===== src/rtl/cau_sequencer.sv =====
// cau_sequencer: frame controller for the convolution accelerator unit.
// It loads the kernel once per frame, then for every valid 3x3 window it
// fetches nine pixels, issues the packed window as a scope word, waits for
// the CAU result and presents it on a valid/ready output stream.
//
// Handshake: a result transfers on any rising clk edge where out_valid and
// out_ready are both high. While out_valid is high, out_data and out_addr
// stay stable and out_valid stays high until that transfer happens.
module cau_sequencer #(
  parameter int         IMG_W     = 8,
  parameter int         IMG_H     = 8,
  parameter int         ADDR_W    = 12,
  parameter int         CAU_LAT   = 1,
  parameter logic [1:0] OP_KERNEL = 2'b00,
  parameter logic [1:0] OP_SCOPE  = 2'b01
) (
  input  logic              clk,
  input  logic              rst,
  input  logic              start,
  input  logic [71:0]       kernel_in,
  output logic              busy,
  output logic              done,
  output logic              mem_rd_en,
  output logic [ADDR_W-1:0] mem_rd_addr,
  input  logic [7:0]        mem_rd_data,
  output logic              cau_select,
  output logic [1:0]        cau_opcode,
  output logic [71:0]       cau_data,
  input  logic [17:0]       cau_result,
  output logic              out_valid,
  input  logic              out_ready,
  output logic [ADDR_W-1:0] out_addr,
  output logic [17:0]       out_data,
  output logic [2:0]        dbg_state
);

  localparam int XW      = $clog2(IMG_W);
  localparam int YW      = $clog2(IMG_H);
  localparam int CNT_MAX = (CAU_LAT > 10) ? CAU_LAT : 10;
  localparam int CNT_W   = $clog2(CNT_MAX + 1);

  localparam logic [XW-1:0]     LAST_X   = XW'(IMG_W - 3);
  localparam logic [YW-1:0]     LAST_Y   = YW'(IMG_H - 3);
  // Jump from the right column of one window row to the left column of the next.
  localparam logic [ADDR_W-1:0] ROW_STEP = ADDR_W'(IMG_W - 2);

  typedef enum logic [2:0] {
    S_IDLE  = 3'd0,
    S_LOADK = 3'd1,
    S_FETCH = 3'd2,
    S_ISSUE = 3'd3,
    S_WAIT  = 3'd4,
    S_EMIT  = 3'd5,
    S_DONE  = 3'd6
  } state_t;

  state_t              state_q, state_d;
  logic                busy_q, busy_d;
  logic                done_q, done_d;
  logic                mem_rd_en_q, mem_rd_en_d;
  logic [ADDR_W-1:0]   mem_rd_addr_q, mem_rd_addr_d;
  logic                cau_select_q, cau_select_d;
  logic [1:0]          cau_opcode_q, cau_opcode_d;
  // cau_data_q doubles as the kernel latch: it holds kernel_in from the
  // accepted start through the LOADK cycle.
  logic [71:0]         cau_data_q, cau_data_d;
  logic                out_valid_q, out_valid_d;
  logic [ADDR_W-1:0]   out_addr_q, out_addr_d;
  logic [17:0]         out_data_q, out_data_d;
  logic [XW-1:0]       x_q, x_d;
  logic [YW-1:0]       y_q, y_d;
  logic [ADDR_W-1:0]   base_q, base_d;   // y*IMG_W + x of the window origin
  logic [ADDR_W-1:0]   oidx_q, oidx_d;   // y*(IMG_W-2) + x of the window
  logic [CNT_W-1:0]    cnt_q, cnt_d;     // FETCH cycle / WAIT cycle
  logic [1:0]          col_q, col_d;     // column j of the read in flight
  logic [71:0]         window_q, window_d;
  logic [ADDR_W-1:0]   nxt_base;

  assign busy        = busy_q;
  assign done        = done_q;
  assign mem_rd_en   = mem_rd_en_q;
  assign mem_rd_addr = mem_rd_addr_q;
  assign cau_select  = cau_select_q;
  assign cau_opcode  = cau_opcode_q;
  assign cau_data    = cau_data_q;
  assign out_valid   = out_valid_q;
  assign out_addr    = out_addr_q;
  assign out_data    = out_data_q;
  assign dbg_state   = state_q;

  // Next-state and registered-output logic; outputs are set up one cycle
  // ahead so they are valid for the whole cycle of the state they belong to.
  always_comb begin
    state_d       = state_q;
    busy_d        = busy_q;
    done_d        = 1'b0;
    mem_rd_en_d   = 1'b0;
    mem_rd_addr_d = mem_rd_addr_q;
    cau_select_d  = 1'b0;
    cau_opcode_d  = cau_opcode_q;
    cau_data_d    = cau_data_q;
    out_valid_d   = out_valid_q;
    out_addr_d    = out_addr_q;
    out_data_d    = out_data_q;
    x_d           = x_q;
    y_d           = y_q;
    base_d        = base_q;
    oidx_d        = oidx_q;
    cnt_d         = cnt_q;
    col_d         = col_q;
    window_d      = window_q;
    nxt_base      = base_q;

    case (state_q)
      S_IDLE: begin
        if (start) begin
          state_d      = S_LOADK;
          busy_d       = 1'b1;
          cau_select_d = 1'b1;
          cau_opcode_d = OP_KERNEL;
          cau_data_d   = kernel_in;
          x_d          = '0;
          y_d          = '0;
          base_d       = '0;
          oidx_d       = '0;
        end
      end

      S_LOADK: begin
        state_d       = S_FETCH;
        mem_rd_en_d   = 1'b1;
        mem_rd_addr_d = base_q;
        cnt_d         = '0;
        col_d         = '0;
      end

      S_FETCH: begin
        // Byte k arrives one cycle after its read, i.e. in FETCH cycle k+1.
        for (int k = 0; k < 8; k++) begin
          if (cnt_q == CNT_W'(k + 1)) window_d[8*k +: 8] = mem_rd_data;
        end
        if (cnt_q < CNT_W'(8)) begin
          mem_rd_en_d   = 1'b1;
          mem_rd_addr_d = (col_q == 2'd2) ? mem_rd_addr_q + ROW_STEP
                                          : mem_rd_addr_q + ADDR_W'(1);
          col_d         = (col_q == 2'd2) ? 2'd0 : col_q + 2'd1;
        end
        if (cnt_q == CNT_W'(9)) begin
          window_d[71:64] = mem_rd_data;
          state_d         = S_ISSUE;
          cau_select_d    = 1'b1;
          cau_opcode_d    = OP_SCOPE;
          cau_data_d      = {mem_rd_data, window_q[63:0]};
          cnt_d           = '0;
        end else begin
          cnt_d = cnt_q + CNT_W'(1);
        end
      end

      S_ISSUE: begin
        state_d = S_WAIT;
        cnt_d   = '0;
      end

      S_WAIT: begin
        if (cnt_q == CNT_W'(CAU_LAT - 1)) begin
          state_d     = S_EMIT;
          out_valid_d = 1'b1;
          out_data_d  = cau_result;
          out_addr_d  = oidx_q;
        end else begin
          cnt_d = cnt_q + CNT_W'(1);
        end
      end

      S_EMIT: begin
        if (out_ready) begin
          out_valid_d = 1'b0;
          oidx_d      = oidx_q + ADDR_W'(1);
          if (x_q == LAST_X) begin
            x_d      = '0;
            y_d      = y_q + YW'(1);
            nxt_base = base_q + ADDR_W'(3);
          end else begin
            x_d      = x_q + XW'(1);
            nxt_base = base_q + ADDR_W'(1);
          end
          base_d = nxt_base;
          if (x_q == LAST_X && y_q == LAST_Y) begin
            state_d = S_DONE;
            done_d  = 1'b1;
          end else begin
            state_d       = S_FETCH;
            mem_rd_en_d   = 1'b1;
            mem_rd_addr_d = nxt_base;
            cnt_d         = '0;
            col_d         = '0;
          end
        end
      end

      S_DONE: begin
        state_d = S_IDLE;
        busy_d  = 1'b0;
      end

      default: state_d = S_IDLE;
    endcase
  end

  // State and output registers with asynchronous clear.
  always_ff @(posedge clk or negedge rst) begin
    if (!rst) begin
      state_q       <= S_IDLE;
      busy_q        <= 1'b0;
      done_q        <= 1'b0;
      mem_rd_en_q   <= 1'b0;
      mem_rd_addr_q <= '0;
      cau_select_q  <= 1'b0;
      cau_opcode_q  <= 2'b00;
      cau_data_q    <= '0;
      out_valid_q   <= 1'b0;
      out_addr_q    <= '0;
      out_data_q    <= '0;
      x_q           <= '0;
      y_q           <= '0;
      base_q        <= '0;
      oidx_q        <= '0;
      cnt_q         <= '0;
      col_q         <= '0;
      window_q      <= '0;
    end else begin
      state_q       <= state_d;
      busy_q        <= busy_d;
      done_q        <= done_d;
      mem_rd_en_q   <= mem_rd_en_d;
      mem_rd_addr_q <= mem_rd_addr_d;
      cau_select_q  <= cau_select_d;
      cau_opcode_q  <= cau_opcode_d;
      cau_data_q    <= cau_data_d;
      out_valid_q   <= out_valid_d;
      out_addr_q    <= out_addr_d;
      out_data_q    <= out_data_d;
      x_q           <= x_d;
      y_q           <= y_d;
      base_q        <= base_d;
      oidx_q        <= oidx_d;
      cnt_q         <= cnt_d;
      col_q         <= col_d;
      window_q      <= window_d;
    end
  end

endmodule


===== config.mk =====
export PLATFORM = sky130hd
export DESIGN_NAME = cau_sequencer
export DESIGN_NICKNAME = d
export VERILOG_FILES = /design/src/rtl/cau_sequencer.sv
export SDC_FILE = /design/constraint.sdc
export NUM_CORES = 1
export LEC_CHECK = 0
export ABC_AREA = 0
export BUFFER_PORTS_ARGS = -buffer_cell sky130_fd_sc_hd__buf_4
export CAP_MARGIN = 20
export CORE_MARGIN = 10
export CORE_UTILIZATION = 30
export CTS_BUF_LIST = sky130_fd_sc_hd__clkbuf_2
export DETAILED_ROUTE_END_ITERATION = 12
export PLACE_DENSITY = 0.54
export SYNTH_ARGS = -nofsm -noshare
export SYNTH_HDL_FRONTEND = slang
export SYNTH_SLANG_ARGS = --single-unit

===== constraint.sdc =====
create_clock -name clk -period 2.2 [get_ports clk]
set_input_delay 0.33 -clock clk [delete_from_list [all_inputs] [get_ports clk]]
set_output_delay 0.33 -clock clk [all_outputs]
set_load 0.005 [all_outputs]

# Word level (Yosys, flattened, before mapping)
# Index checks and enable logic that the tools add are counted.
op_classes:
  n_mux: 55
  add_sub_neg: 9
  magnitude_cmp: 1
  n_eq_ne: 26
  n_reduce_logical: 27
op_table:
  columns: ["operator", "count"]
  rows:
  - ["$mux W72", 2]
  - ["$pmux W72 S2", 1]
  - ["$mux W12", 8]
  - ["$pmux W12 S2", 2]
  - ["$add A12 B1 Y12 const B", 3]
  - ["$pmux W12 S3", 1]
  - ["$mux W3", 10]
  - ["$reduce_and A2 Y1", 10]
  - ["$pmux W3 S6", 1]
  - ["$eq A4 B3 Y1 const B", 4]
  - ["$mux W4", 4]
  - ["$ne A2 B2 Y1 const B", 8]
  - ["$pmux W4 S4", 1]
  - ["$reduce_and A4 Y1", 4]
  - ["$eq A3 B3 Y1 const B", 5]
  - ["$add A12 B2 Y12 const B", 1]
  - ["$add A12 B3 Y12 const B", 1]
  - ["$mux W2", 6]
  - ["$pmux W3 S2", 2]
  - ["$mux W1", 11]
  - ["$reduce_and A3 Y1", 3]
  - ["$eq A4 B2 Y1 const B", 2]
  - ["$eq A4 B4 Y1 const B", 2]
  - ["$reduce_bool A2 Y1", 4]
  - ["18 further kinds", 22]
word_totals:
  wordCells: 143
  ff_bits: 224
  in_bits: 102

# Depth between registers and ports, before layout
# Gate-level depths: netlist of the first run.
depth:
  word_depth: 5
  depth_mapped: 10
  depth_no_buf: 8

# Worst setup path after synthesis of the first run
# No wires, ideal clock.
synth_path:
  kind: "register to register"
  from: "register x_q[0]"
  to: "register mem_rd_addr_q[10] (netlist: mem_rd_addr[10])"
  path_stages_with_launch: 11
  setup_slack_ps: 53
  arrival_time_ps: 2026
  t_required_ps: 2079
  path_buffers: 2
  path_cell_list: "dfrtp_1 > buf_6 > and3b_1 > buf_6 > xor2_1 > ha_1 > inv_1 > a2111oi_2 > a211oi_1 > a311o_1 > a22o_1"
synth_via:
  elab_chain_cells: 5
synth_lines:
  columns: ["item", "line", "text"]
  rows:
  - ["start: declaration", "70", "logic [XW-1:0] x_q, x_d;"]
  - ["start signal: assignment", "225", "x_q <= '0;"]
  - ["start signal: assignment", "244", "x_q <= x_d;"]
  - ["$eq A3 B3 Y1 *", "180, 189", null]
  - ["$mux W12", "180", "if (x_q == LAST_X) begin"]
  - ["$mux W12", "189", "if (x_q == LAST_X && y_q == LAST_Y) begin"]
  - ["$mux W12", "177", "if (out_ready) begin"]
  - ["$pmux W12 S3", "114", "case (state_q)"]
  - ["end signal: assignment", "237", "mem_rd_addr_q <= mem_rd_addr_d;"]
  - ["end: declaration", "61", "logic [ADDR_W-1:0] mem_rd_addr_q, mem_rd_addr_d;"]
# Every way passes the cells marked *; elsewhere a longest branch is shown, timed or not. The select of a mux whose other input is x is not followed.
# A chain may end at the register's enable or synchronous reset.

# Worst setup path after layout of the first run
layout_path:
  from: "register x_q[1]"
  to: "register mem_rd_addr_q[10] (netlist: mem_rd_addr[10])"
# The elaborated chain is that of the path after synthesis.

==> results of run 1 <==
-- worst max-delay path by stage --
| stage | slack, ps | endpoint | cells after the start |
|---|---|---|---|
| 2_1_floorplan | 50 | mem_rd_addr[10] | 10 |
| 3_3_place_gp | 130 | mem_rd_addr[10] | 8 |
| 3_5_place_dp | 120 | mem_rd_addr[10] | 8 |
| 4_1_cts | 50 | dbg_state[2] | 2 |
| 5_1_grt | -60 | mem_rd_addr[10] | 8 |
| 6_report | 110 | mem_rd_addr[10] | 8 |
-- critical path: stages (launching register included) --
cell	delay (ps)
dfrtp_1	380
and3b_1	240
xor2_1	160
ha_1	160
inv_1	70
a2111oi_4	320
a211oi_1	120
a311o_1	340
a22o_1	180
-- layout by cell type, fill, tap and decap left out, types with 4 or more instances in the layout --
master | synthesis | routed
buf_4 | 2 | 261
inv_1 | 14 | 14
nor2_1 | 94 | 94
a21oi_1 | 24 | 23
or3_1 | 5 | 5
dlygate4sd3_1 | 0 | 102
mux2_2 | 96 | 96
nor3_1 | 8 | 8
xnor2_1 | 4 | 4
o31ai_1 | 4 | 4
nor2b_1 | 7 | 7
ha_1 | 11 | 11
buf_12 | 0 | 12
o21ai_0 | 44 | 44
clkinv_1 | 0 | 10
xor2_1 | 10 | 10
nand2_1 | 204 | 204
mux2i_1 | 4 | 4
and3_1 | 6 | 6
dfrtp_1 | 223 | 222
clkbuf_2 | 0 | 87
nand3_1 | 21 | 20
a31oi_1 | 80 | 79
nand4_1 | 10 | 10
a211oi_1 | 6 | 6
-- what timing repair did --
action,4_1_cts,5_1_grt
resized for setup,0,4
setup endpoints to repair,0,4
hold endpoints to repair,388,0
hold buffers,103,0
-- sequential cells by signal, indices dropped and copies added (netlist names) --
name         cells
cau_opcode       1
dbg_state        3
y_q              3
out_data        18
mem_rd_en        1
cau_select       1
out_addr        12
cau_data        72
done             1
busy             1
oidx_q          12
mem_rd_addr     12
base_q          12
col_q            2
x_q              3
cnt_q            4
out_valid        1
window_q        64
-- per-stage QoR --
step                      area (µm²)  worst slack [ps]  hold slack, ps  cells  setup TNS (ps)
after global routing           14250            -59.76           89.71   1863          -59.76
final                          14250             110.7           197.5   1863               0
after CTS                      14230             53.63           77.53   1861               0
after detailed placement       12680             116.2           305.5   1657               0
after floorplan                10210             53.33           34.41    996               0
after global placement         12680             128.3           308.9   1657               0
-- cell type report --
class                      instances  area share (%)
multi-input combinational        698           30.11
inverter                          14          0.3686
clock inverter                    14          0.4564
tap                              448           3.932
timing repair buffer             377           22.89
clock buffer                      87           3.055
sequential                       223           39.16
antenna                            2         0.03511
-- power groups by stage --
| stage | combinational [mW] | clock, mW | sequential [mW] |
|---|---|---|---|
| floorplan | 3.72 | 0 | 6.57 |
| global placement | 6.77 | 0 | 6.63 |
| detailed placement | 6.84 | 0 | 6.71 |
| CTS | 7.01 | 2.97 | 6.62 |
| global route | 7.65 | 3.19 | 6.83 |
| finish | 6.88 | 2.78 | 6.64 |
-- kinds of logic (layout without fill, tap and decap cells) --
group / Yosys count / count (layout) / share of synthesized area (%)
AO/OA/AOI/OAI: 189 / 189 / 11.69
flip-flops: 223 / 223 / 54.66
buffers and inverters: 75 / 492 / 3.763
AND/OR/NAND/NOR: 383 / 383 / 16.31
other: 1 / 3 / 0.03673
XOR/XNOR: 14 / 14 / 1.201
adder cells (fa/ha/maj): 11 / 11 / 1.348
multiplexers: 100 / 100 / 10.98
-- layer usage --
metal	track usage, %	vias up	part of all wire, %
met1	19.68	4291	45
met2	24.39	238	47
met5	0	-	0
met4	4.205	0	1.7
li1	-	4288	-
met3	3.709	56	5.9
==> impl_metrics.yaml, run 1 <==
die:
  num_rows: 67
  coreArea_um2: 33530
  start_util_pct: 30.44
  io_pins: 226
  die_w_um: 204.5
  dieArea_um2: 41810
  die_h_um: 204.5
clocking:
  cts_tree: "yes"
  cts.sinks: 223
  cts_setup_buffers: 0
  h-tree-depth: 2
  clk_pin_slew_ps: 110
  root_buffer: "clkbuf_2"
  cts_made_buffers: 60
  clock_latency_ps: 900
  clock_path_buffers: 3
worst_setup_path:
  r2r_cells: 8
  critPathLaunchType: "register"
  crit_path_start: "x_q[1]"
  reg2reg_from: "x_q[1]"
  arrival_ps: 2770
  end_kind: "register"
  rrSetupSlack_ps: 110
  cp.required_ps: 2880
  path_max_fanout: 2
  reg2reg_to: "mem_rd_addr[10]"
  crit_type: "register to register"
synth:
  syn_area_um2: 10210
  synth-seq-area-share_pct: 54.66
  syn_inst: 996
  synth_ff_type: "dfrtp_1"
  synth.top_cells.by_area: "dfrtp_1 (55%), mux2_2 (11%), nand2_1 (7.5%)"
  synth.largest_area_cell: "dfrtp_1"
  synth_cell_type_count: 64
  synth_warnings: 0
  postSynthAreaPerCell_um2: 10.25
  async_flop_share_pct: 100.0
  synth_top_cell_area_share_pct: 54.66
  synth_common_cells: "dfrtp_1 (223), nand2_1 (204), mux2_2 (96), nor2_1 (94), a31oi_1 (80)"
  ys_ff_latch: 223
  syn-num-nets: 1109
  synth.most_common_cell: "dfrtp_1"
  synth_edf_count: 0
power:
  internal_power_mw: 10.24
  power_mw: 16.30
  p_switching_mw: 6.065
  seq_power_share_pct: 40.7
  combPwrFrac_pct: 42.2
  p_leak_nw: 6.549
  vdd_ir_drop_max_mv: 0.5201
  p_clk_share_pct: 17.1
  powerDensity_nw_per_um2: 1144
  swShare_pct: 37.21
sta:
  fin_crit_sh_pct: 94.97
  final-setup-viol-count: 0
  slew_headroom_pct: 65.75
  hold_viol: 0
  rsz0062_at_grt: "yes"
  max_slew.worst_pin.slew_ps: 513.7
  fin_skew_ps: 125.6
  drv_slew: 0
  timing.fmax_mhz: 478.6
  period_minus_slack_ps: 2089
hold_path:
  hold_class: "primary input to register"
  holdPathStages: 3
  min-delay-start: "cau_result[9]"
  hold_end: "out_data[9]"
routing:
  wirelength_mm: 32.07
  wl_per_cell_um: 17.21
  ant_nets: 0
  drcViolationCount: 0
  firstDrtPassIters: 5
  dr.first_iter.drc_count: 457
  routed-via-count: 8873
  vias_per_cell: 4.763
cells_and_area:
  nets: 1487
  multi_input_area_um2: 4292
  areaGrowthSynthToFinish_pct: 39.64
  register_area_um2: 5582
  drive_gt1_share_pct: 33.90
  fin_util_pct: 42.51
  fill_cells: 3373
place:
  dp_hpwl_mm: 22.07
  numPortBuffers: 224
  finalWeightedCongestion: 0.8265
outcome:
  status: "finished clean"
grt:
  antenna_found_initial: 1
  grt_usage_pct: 15.10
  grt_pass1_vias: 9238
  grt_max_degree: 58
  overflow: 0
  grt_pass1_wl_mm: 51.36
flow_run:
  max_cap_viol_count: 0
No activity file was read; power rests on OpenSTA's default activity.
==> run 2, diff against run 1 <==
--- a/config.mk
+++ b/config.mk
@@ -12,7 +12,6 @@
 export CORE_UTILIZATION = 30
 export CTS_BUF_LIST = sky130_fd_sc_hd__clkbuf_2
 export DETAILED_ROUTE_END_ITERATION = 12
-export PLACE_DENSITY = 0.54
 export SYNTH_ARGS = -nofsm -noshare
 export SYNTH_HDL_FRONTEND = slang
 export SYNTH_SLANG_ARGS = --single-unit
==> run 2 against run 1 <==
  * Maximum frequency decreased by 1.2%
  * Global-route usage decreased by 0.067 points
  * Sequential share of layout area is 0.099 points higher
  * Via count rose by 0.36%
  * Final area fell by 0.18%
  * Register-to-register slack got worse by 30 ps
  * Worst setup slack worse by 25 ps
  * Largest power group unchanged
  * Highest routed layer unchanged
==> impl_metrics.yaml, run 2 (synthesized netlist as in run 1, its figures left out) <==
die:
  die_h_um: 204.5
  die_w_um: 204.5
  dieArea_um2: 41810
  coreArea_um2: 33530
  io_pins: 226
  num_rows: 67
  start_util_pct: 30.44
worst_setup_path:
  cp.required_ps: 2970
  endpoint: "mem_rd_addr[10]"
  crit_chain: "and3b_1 > xor2_1 > ha_1 > inv_1 > a2111oi_4 > a211oi_1 > a311o_1 > a22o_1"
  cp_slowest_cell: "dfrtp_1"
  arrival_ps: 2880
  crit_type: "register to register"
  end_kind: "register"
  critical-path-max-stage-delay_ps: 390
  reg2reg_from: "x_q[1]"
  crit_cells: 8
  cp.buffers_inverters: 1
  reg2reg_to: "mem_rd_addr[10]"
  rrSetupSlack_ps: 90
  worst_path_dominant_cell_family: "compound AO/OA/AOI/OAI gates"
  crit_path_start: "x_q[1]"
  path_max_fanout: 2
  r2r_cells: 8
  critPathLaunchType: "register"
cells_and_area:
  final_cells: 1860
  final_cell_mix: "buf_4 (266), dfrtp_1 (219), nand2_1 (204), dlygate4sd3_1 (102), mux2_2 (96)"
  fill_cells: 3273
  multi_input_area_um2: 4287
  register_area_um2: 5585
  fin_util_pct: 42.43
  layout_commonest_cell: "buf_4"
  drive_gt1_share_pct: 34.16
  areaGrowthSynthToFinish_pct: 39.38
  nets: 1488
  largest_reg_flops: 72
clocking:
  clock_path_buffers: 3
  h-tree-depth: 2
  cts_made_buffers: 61
  cts_tree: "yes"
  cts.sinks: 223
  clock_latency_ps: 880
  clk_pin_slew_ps: 120
  root_buffer: "clkbuf_2"
grt:
  grt_usage_pct: 15.03
  grt_pass1_wl_mm: 50.57
  grt_max_degree: 81
  overflow: 0
  antenna_found_initial: 1
  grt_pass1_vias: 8999
routing:
  ant_nets: 0
  wirelength_mm: 32.70
  wl_per_cell_um: 17.58
  firstDrtPassIters: 4
  dr.first_iter.drc_count: 375
  vias_per_cell: 4.788
  drcViolationCount: 0
  routed-via-count: 8905
power:
  vdd_ir_drop_max_mv: 0.4126
  powerDensity_nw_per_um2: 1159
  p_leak_nw: 6.540
  power_mw: 16.49
place:
  dp_hpwl_mm: 21.88
  dp_cells: 1654
  place_ws_ps: 59.31
  finalWeightedCongestion: 0.8468
  numPortBuffers: 224
sta:
  timing.fmax_mhz: 473.0
  slew_headroom_pct: 58.75
  fin_skew_ps: 54.11
  fin_ws_ps: 85.61
  drv_slew: 0
  period_minus_slack_ps: 2114
  hold_viol: 0
  max_slew.worst_pin.slew_ps: 614.1
  fin_crit_sh_pct: 96.11
  hold_ws_ps: 224.6
  final-setup-viol-count: 0
outcome:
  status: "finished clean"
hold_path:
  hold_class: "primary input to register"
flow_run:
  max_cap_viol_count: 0
run 2: changes by cell type in the layout (fill, tap and decap cells not counted), moves of 2 or more:
cell       before  now
bufinv_16       0    2
buf_4         261  266
clkinv_1       10    7
buf_12         12    6
dfrtp_2         1    4
dfrtp_1       222  219
run 2: worst reg2reg max path, stage by stage, from the launching register on:
cell and delay, ps:
dfrtp_1 390, and3b_1 250, xor2_1 160, ha_1 160, inv_1 70, a2111oi_4 330
a211oi_1 120, a311o_1 330, a22o_1 180
run 2: timing repair:
item,in CTS,in global routing
resized for setup,1,5
gates cloned,0,1
pin swaps,0,2
setup endpoints to repair,1,18
endpoints found under the hold margin,401,0
buffers inserted,0,2
hold buffers,103,0
run 2: power breakdown:
part / switching, mW / internal (mW)
logic: 3.40 / 3.40
registers: 0.975 / 5.69
clock network: 1.74 / 1.29
run 2: per-stage QoR:
stage	setup TNS, ps	area (µm²)
global placement	0	12580
detailed placement	0	12580
floorplan	0	10210
global route	-4.475	14230
finish	0	14230
CTS	0	14160
run 2: cell type report:
class	count	share of cell area, %
Antenna cell	1	0.01759
Sequential cell	223	39.25
Inverter	14	0.3693
Timing Repair Buffer	377	22.53
Tap cell	448	3.940
Clock inverter	11	0.6683
Clock buffer	88	3.095
Multi-Input combinational cell	698	30.13
run 2: routing by layer:
metal	up-vias	wire length, µm	global-route usage [%]	share of wire, %
li1	4293	-	-	-
met1	4313	14270	18.63	44
met2	247	15690	24.90	48
met3	52	2181	4.470	6.7
met4	0	554	4.126	1.7
met5	-	0	0	0
run 2: how the worst min path moves through the flow:
stage | cells past startpoint | from | end | slack [ps]
5_1_grt | 3 | cau_result[15] | out_data[15] | 110
3_3_place_gp | 1 | rst | base_q[11] | 310
4_1_cts | 4 | kernel_in[36] | cau_data[36] | 70
2_1_floorplan | 0 | rst | base_q[0] | 30
3_5_place_dp | 1 | rst | base_q[8] | 310
6_report | 3 | cau_result[5] | out_data[5] | 220
==> run 3, diff against run 2 <==
--- a/config.mk
+++ b/config.mk
@@ -10,7 +10,7 @@
 export CAP_MARGIN = 20
 export CORE_MARGIN = 10
 export CORE_UTILIZATION = 30
-export CTS_BUF_LIST = sky130_fd_sc_hd__clkbuf_2
+export CTS_BUF_LIST = sky130_fd_sc_hd__clkbuf_2 sky130_fd_sc_hd__clkbuf_4 sky130_fd_sc_hd__clkbuf_8
 export DETAILED_ROUTE_END_ITERATION = 12
 export SYNTH_ARGS = -nofsm -noshare
 export SYNTH_HDL_FRONTEND = slang
==> run 3 against run 2 <==
  * Combinational power down 3.2%
  * Largest cell class unchanged
  * Critical endpoint unchanged
  * Critical path type unchanged
  * Global-route usage is 0.67 points lower
  * Worst setup slack gained 1.6 ps
  * Clock power up 38%
  * Critical path depth is the same
  * Total power increased by 5.6%
  * Largest power group is now sequential cells
  * Routed wire length shrank 5.0%
  * Hold slack lost 180 ps
  * Sequential power is essentially flat
  * Non-clock buffer count decreased by 60
  * Via count decreased by 4.6%
  * Final area is 2.1% lower
==> impl_metrics.yaml, run 3 (synthesized netlist as in run 1, its figures left out) <==
clocking:
  root_buffer: "clkbuf_8"
  h-tree-depth: 2
  clk_pin_slew_ps: 60
  cts.sinks: 223
  clock_path_buffers: 3
  cts_tree: "yes"
  cts_made_buffers: 42
  clock_latency_ps: 560
grt:
  antenna_found_initial: 0
  overflow: 0
  grt_usage_pct: 14.36
  grt_pass1_vias: 8525
  grt_pass1_wl_mm: 48.50
  grt_max_degree: 81
sta:
  slew_headroom_pct: 56.74
  hold_viol: 0
  period_minus_slack_ps: 2113
  rsz0062_at_grt: "yes"
  fin_skew_ps: 32.67
  fin_ws_ps: 87.20
  timing.fmax_mhz: 473.3
  max_slew.worst_pin.slew_ps: 644.0
  drv_slew: 0
  tns_ps: 0
  fin_crit_sh_pct: 96.04
  final-setup-viol-count: 0
place:
  postPlaceCellArea_um2: 12580
  dp_cells: 1654
  numPortBuffers: 224
  place_ws_ps: 59.31
  dp_hpwl_mm: 21.88
  finalWeightedCongestion: 0.8468
cells_and_area:
  final_cell_mix: "buf_4 (264), dfrtp_1 (223), nand2_1 (204), mux2_2 (96), nor2_1 (94)"
  final_cells: 1771
  layout_commonest_cell: "buf_4"
  largest_reg_flops: 72
  drive_gt1_share_pct: 34.47
  areaGrowthSynthToFinish_pct: 36.47
  diodes: 0
  final_cell_area_um2: 13930
  nets: 1409
worst_setup_path:
  cp.required_ps: 2620
  critPathLaunchType: "register"
  endpoint: "mem_rd_addr[10]"
  r2r_cells: 8
  end_kind: "register"
  reg2reg_to: "mem_rd_addr[10]"
  reg2reg_from: "x_q[1]"
  crit_type: "register to register"
  crit_path_start: "x_q[1]"
  path_max_fanout: 2
  arrival_ps: 2530
  rrSetupSlack_ps: 90
routing:
  drcViolationCount: 0
  vias_per_cell: 4.798
  routed-via-count: 8497
  wirelength_mm: 31.06
  wl_per_cell_um: 17.54
  dr.first_iter.drc_count: 403
  firstDrtPassIters: 7
  ant_nets: 0
die:
  num_rows: 67
  dieArea_um2: 41810
  die_w_um: 204.5
  die_h_um: 204.5
  coreArea_um2: 33530
  start_util_pct: 30.44
  io_pins: 226
power:
  p_leak_nw: 6.319
  powerDensity_nw_per_um2: 1250
  vdd_ir_drop_max_mv: 0.4419
hold_path:
  hold_class: "primary input to register"
flow_run:
  max_cap_viol_count: 0
outcome:
  status: "finished clean"
-- run 3: changes by cell type in the layout (fill, tap and decap cells not counted), moves of 2 or more --
cell and delta:
buf_4 -2, clkbuf_2 -88, clkbuf_4 +12, clkbuf_8 +50
clkinv_1 -7, clkinv_2 +3, clkinvlp_4 +2, dfrtp_1 +4
dfrtp_2 -4, dlygate4sd3_1 -56
-- run 3: worst min-delay path by stage --
stage / startpoint / endpoint / slack (ps) / cells after the start
2_1_floorplan: rst / base_q[0] / 30 / 0
3_3_place_gp: rst / base_q[11] / 310 / 1
3_5_place_dp: rst / base_q[8] / 310 / 1
4_1_cts: cau_result[2] / out_data[2] / 0.2 / 2
5_1_grt: kernel_in[18] / cau_data[18] / 5 / 3
6_report: cau_result[2] / out_data[2] / 40 / 2
-- run 3: routing by layer --
metal	vias to the layer above	part of all wire [%]	track usage (%)
met5	-	0	0
met4	0	1.6	3.597
met3	40	6.4	3.899
met2	231	48	23.65
met1	4131	45	18.26
li1	4095	-	-
-- run 3: final cells by class --
cell class / instances / area (µm²)
Clock buffer: 62 / 778.2
Clock inverter: 9 / 92.59
Fill cell: 3287 / 19600
Inverter: 14 / 52.55
Multi-Input combinational cell: 698 / 4290
Sequential cell: 223 / 5580
Tap cell: 448 / 560.5
Timing Repair Buffer: 317 / 2577
-- run 3: critical path, cell delays in order, from the launching register on --
cell	delay, ps
dfrtp_1	380
and3b_2	250
xor2_1	160
ha_2	200
inv_2	50
a2111oi_4	390
a211oi_2	110
a311o_1	280
a22o_1	180
-- run 3: where the power goes --
group	internal, mW	leakage (nW)	switching [mW]
Combinational	3.28	3.16	3.30
Sequential	5.70	2.70	0.968
Clock	2.39	0.458	1.78
Total	11.4	6.32	6.05
-- run 3: repair_timing --
item                                   CTS  global route
endpoints found under the hold margin  100             1
buffers inserted                         0             0
setup endpoints to repair                0             1
hold buffers                            45             1
resized for setup                        0             5
-- run 3: per-stage QoR --
step	util (%)	total power [mW]	hold slack, ps
after floorplan	-	10.28	34.41
after CTS	41.46	17.69	0.1896
after global placement	37.51	13.16	310.3
final	41.55	17.42	39.75
after detailed placement	37.51	13.34	310.5
after global routing	41.55	18.73	5.437
